[config.mk]
export PLATFORM = sky130hd
export DESIGN_NAME = wide_bus_collector
export DESIGN_NICKNAME = d
export VERILOG_FILES = /design/src/rtl/wbc_pkg.sv /design/src/rtl/wbc_beat_counter.sv /design/src/rtl/wide_bus_collector.sv
export SDC_FILE = /design/constraint.sdc
export NUM_CORES = 2
export LEC_CHECK = 0
export ABC_AREA = 0
export BUFFER_PORTS_ARGS = -buffer_cell sky130_fd_sc_hd__buf_2
export CORE_AREA = 2 2 369 371
export CTS_CLUSTER_DIAMETER = 50
export DETAILED_ROUTE_END_ITERATION = 10
export DIE_AREA = 0 0 371 373
export PLACE_DENSITY = 0.57
export SYNTH_ARGS = -nofsm -noshare
export SYNTH_HDL_FRONTEND = slang
export SYNTH_HIERARCHICAL = 1
export SYNTH_SLANG_ARGS = --single-unit
[constraint.sdc]
create_clock -name clk -period 5.6 [get_ports clk]
set_input_delay 0.28 -clock clk [delete_from_list [all_inputs] [get_ports clk]]
set_output_delay 0.28 -clock clk [all_outputs]
set_load 0.01 [all_outputs]
[src/rtl/wbc_pkg.sv]
// Shared types and sizing helpers for the wide bus collector.
package wbc_pkg;

  typedef enum logic [1:0] {IDLE, FILL, HOLD} state_t;

  function automatic int nbeats(input int bus_w, input int beat_w);
    return (bus_w + beat_w - 1) / beat_w;
  endfunction

  // Width of the beat counter; never zero, even for single-beat frames.
  function automatic int cnt_w(input int n);
    return (n > 1) ? $clog2(n) : 1;
  endfunction

  localparam int DEF_NBEATS = nbeats(900, 30);
  localparam int DEF_CNT_W  = cnt_w(DEF_NBEATS);

endpackage

[src/rtl/wbc_beat_counter.sv]
// Beat index within the frame being collected; wraps to zero after the final beat.
module wbc_beat_counter
  import wbc_pkg::*;
#(
  parameter int NBEATS = DEF_NBEATS,
  localparam int CNT_W = cnt_w(NBEATS)
) (
  input  logic             clk,
  input  logic             reset,
  input  logic             inc,
  input  logic             clear,
  output logic [CNT_W-1:0] count,
  output logic             at_max
);

  assign at_max = (count == CNT_W'(NBEATS - 1));

  always_ff @(posedge clk) begin
    if (reset || clear) begin
      count <= '0;
    end else if (inc) begin
      count <= at_max ? '0 : count + 1'b1;
    end
  end

endmodule

[src/rtl/wide_bus_collector.sv]
// Reassembles a BUS_W-bit vector from BEAT_W-bit beats and holds it for a downstream handshake.
// Optional beat parity checking is built when WBC_PARITY_EN is defined.
module wide_bus_collector
  import wbc_pkg::*;
#(
  parameter int BUS_W  = 900,
  parameter int BEAT_W = 30
) (
  input  logic              clk,
  input  logic              reset,
  input  logic              in_valid,
  output logic              in_ready,
  input  logic [BEAT_W-1:0] in_data,
  input  logic              in_last,
  input  logic              in_par,
  output logic              out_valid,
  input  logic              out_ready,
  output logic [BUS_W-1:0]  out_data,
  output logic              out_short,
  output logic              par_err
);

  localparam int NBEATS = nbeats(BUS_W, BEAT_W);
  localparam int CNT_W  = cnt_w(NBEATS);
  localparam logic [BUS_W-1:0] LANE = BUS_W'({BEAT_W{1'b1}});

  state_t           state, state_next;
  logic [CNT_W-1:0] count;
  logic             at_max;
  logic             accept, close, drain;
  logic [31:0]      ofs;
  logic [BUS_W-1:0] beat_mask, beat_bits;

  assign in_ready  = (state != HOLD) && !reset;
  assign out_valid = (state == HOLD);
  assign accept    = in_valid && in_ready;
  assign close     = accept && (in_last || at_max);
  assign drain     = (state == HOLD) && out_ready;

  wbc_beat_counter #(.NBEATS(NBEATS)) u_count (
    .clk    (clk),
    .reset  (reset),
    .inc    (accept && !close),
    .clear  (close),
    .count  (count),
    .at_max (at_max)
  );

  // Slice decoder: bits shifted past BUS_W-1 fall off, trimming a ragged final beat.
  assign ofs       = 32'(count) * 32'(BEAT_W);
  assign beat_mask = LANE << ofs;
  assign beat_bits = BUS_W'(in_data) << ofs;

  always_ff @(posedge clk) begin
    if (reset || drain) begin
      out_data  <= '0;
      out_short <= 1'b0;
    end else if (accept) begin
      out_data <= (out_data & ~beat_mask) | beat_bits;
      if (close) out_short <= in_last && !at_max;
    end
  end

  always_ff @(posedge clk) begin
    if (reset) state <= IDLE;
    else       state <= state_next;
  end

  always_comb begin
    state_next = state;
    case (state)
      IDLE:    if (accept) state_next = close ? HOLD : FILL;
      FILL:    if (close) state_next = HOLD;
      HOLD:    if (out_ready) state_next = IDLE;
      default: state_next = IDLE;
    endcase
  end

`ifdef WBC_PARITY_EN
  always_ff @(posedge clk) begin
    if (reset) begin
      par_err <= 1'b0;
    end else if (accept && ((^in_data) ^ in_par)) begin
      par_err <= 1'b1;
    end
  end
`else
  logic par_unused;
  assign par_unused = in_par;
  assign par_err    = 1'b0;
`endif

endmodule

==> impl_metrics.ini <==
[cts]
cts_root_buffer = clkbuf_16
post_cts_buffers = 0
worstSkewPairLatency_ps = 780
cts_buffers = 112
htree_num_levels = 3
clkTransAtPathRegs_ps = 60
cts_tree = built
clockBufferDepth = 3
cts.sinks = 908

[final_layout]
design_area_sq_um = 49600
drive_gt1_share_pct = 31.7
syn_to_final_growth_pct = 34.1
final_cells = 6832
fin_nets = 5007
n_fill_cell = 13900

[global_routing]
antenna_found_initial = 20
gr-total-overflow = 0
grt_pass1_vias = 37000
grt_pass1_wl_mm = 301
grt_usage_pct = 30.8
grt_max_degree = 194

[route]
routed_wl_mm = 224
dr.pass1.iters = 6
via_per_inst = 5.88
vias = 40200
drcViolationCount = 0
drt_first_iter_violations = 5060
ant_nets = 0
wl_per_cell_um = 32.7

[run_status]
status = complete, but fails checks
violations = capacitance limit, slew limit

[sta]
finClkSkew_ps = 41.2
slew_headroom_pct = -4.30
hold_viol = 0
rsz0062_at_grt = false
max_freq_mhz = 183
period_share_pct = 97.6
setup_ws_ps = 135
setup_violations = 0
worst_slew_pin_slew_ps = 1550
slew_viol_final = 5
period_minus_slack_ps = 5460
fin_tns_setup_ps = 0

[floorplan]
row_count = 135
die_w_um = 371
core-area_sq_um = 135000
io_pins = 940
dieHeight_um = 373
die_area_sq_um = 138000
start_util_pct = 27.5

[logic_synthesis]
synthMuxAreaShare_pct = 3.03
synthAdderAreaFrac_pct = 0.920
syn-num-nets = 4013
syn_area_sq_um = 37000
synth-compound-area-share_pct = 29.6
synth_top_family_by_area = compound AO/OA/AOI/OAI gates
seq_area_frac_synth_pct = 49.1
synth-edff-count = 0
ys_types = 87
avgSynthCellArea_sq_um = 9.36
synth-xor-area-share_pct = 0.135
synth_ff_type = dfxtp_1
syn_inst = 3954
synth-simple-area-share_pct = 12.7
ys_ff_latch = 908
yosysWarnings = 6
synth-async-reset-ratio_pct = 0

[setup_path]
path_max_fanout = 15
arrival_ps = 6120
reg2reg_to = out_data[627]
endpoint_kind = flip-flop
cp-start-kind = flip-flop
crit_type = reg -> reg
cp-endpoint = out_data[627]
worstSetupStartpoint = u_count/count[2]
cp_data_required_time_ps = 6260
reg2reg_from = u_count/count[2]
r2r_cells = 11
reg2reg_slack_ps = 140

[pwr]
leakagePower_nw = 20.3
p_per_area_nw_per_um2 = 312
irDropWorstVdd_v = 0.000219

[placement]
routabilityCongestion = 1.04
io_buffers = 937
place_area_sq_um = 45600
placedCellCount = 6608
place_ws_ps = 267
place_hpwl_mm = 165

[worst_hold_path]
hold_path_depth = 4
hp-class = in -> reg

[flow_run]
maxCapViolCount = 1
through the flow:
step           power, mW  util [%]  hold slack (ps)
2_1_floorplan       7.17         -              352
3_3_place_gp        7.92      33.8              433
3_5_place_dp        7.92      33.8              443
4_1_cts             15.5      36.8              123
5_1_grt             15.8      36.8              173
6_report            15.5      36.9              187
how the worst min path moves through the flow:
stage | slack, ps | start | to
global placement | 430 | state[1] | state[0]
global route | 170 | in_data[3] | out_data[3]
detailed placement | 440 | state[1] | state[0]
CTS | 120 | in_data[3] | out_data[3]
floorplan | 350 | reset | state[1]
finish | 190 | in_data[3] | out_data[3]
cells by family after synthesis:
kind of cell | after synthesis
AO/OA/AOI/OAI | 1455
XOR/XNOR | 4
adder cells (fa/ha/maj) | 23
AND/OR/NAND/NOR | 1095
other | 1
flip-flops | 908
buffers and inverters | 391
multiplexers | 77
timing repair:
| item | CTS | global route |
|---|---|---|
| hold endpoints to repair | 10 | 0 |
| hold buffers | 7 | 0 |
| gates resized for setup | 0 | 0 |
synth_stat cells, types with 31 or more instances:
library cell,number,area (sq um)
buf_2,112,561
a22o_1,53,464
and2_1,31,194
o21ai_0,271,1360
mux2i_1,31,310
dfxtp_1,908,18200
nand3_1,83,415
o32ai_1,34,298
nand2_1,614,2300
a21oi_1,271,1360
a22oi_1,84,631
nor3_1,35,175
clkbuf_1,224,841
o22ai_1,74,463
a32o_1,493,4930
nor2_1,234,878
state kept, by name (all words and copies together), names as in the netlist:
signal	flops
out_data	900
out_short	1
state	2
u_count/count	5
layout by cell type, fill, tap and decap left out, drive strengths merged, types with 35 or more instances in the layout:
master / synthesis / routed
inv: 22 / 39
a21oi: 271 / 271
o32ai: 35 / 35
nand2: 616 / 616
a22oi: 84 / 84
o21ai: 287 / 287
buf: 143 / 1240
nor3: 38 / 38
clkbuf: 224 / 149
nor2: 246 / 246
nand3: 86 / 86
a32o: 493 / 493
o22ai: 75 / 75
a22o: 53 / 53
dfxtp: 908 / 908
area by class of cell:
cell class                 count  area [sq um]  share of cell area (%)
clock inverter                60           831                    1.67
sequential                   908         18200                    36.6
tap                         1781          2230                    4.49
clock buffer                 149          3130                    6.31
inverter                      24          90.1                   0.182
timing repair buffer        1247          7530                    15.2
multi-input combinational   2655         17600                    35.5
antenna                        8          20.0                  0.0403
worst max-delay path: stages (launching register included):
cell and delay, ps:
dfxtp_1 590, fa_1 540, fa_1 530, inv_1 70, fa_2 650, buf_4 310
and2_1 170, a22o_1 270, o31ai_1 1220, o22ai_4 440, buf_12 300, a32o_1 220
power by group:
part	internal, mW	leakage, nW	switching (mW)	total (mW)
combinational	0.328	11.1	1.01	1.34
sequential	6.48	7.31	0.0131	6.49
clock	4.48	1.92	3.18	7.65
routing by layer:
metal / GRT usage [%] / part of all wire [%] / vias to the layer above
met5: 0 / 0.0058 / -
met2: 47.4 / 44 / 2442
li1: - / - / 17000
met3: 8.28 / 9.8 / 578
met1: 38.9 / 40 / 20100
met4: 16.8 / 6.0 / 2
No activity file was read; power rests on OpenSTA's default activity.
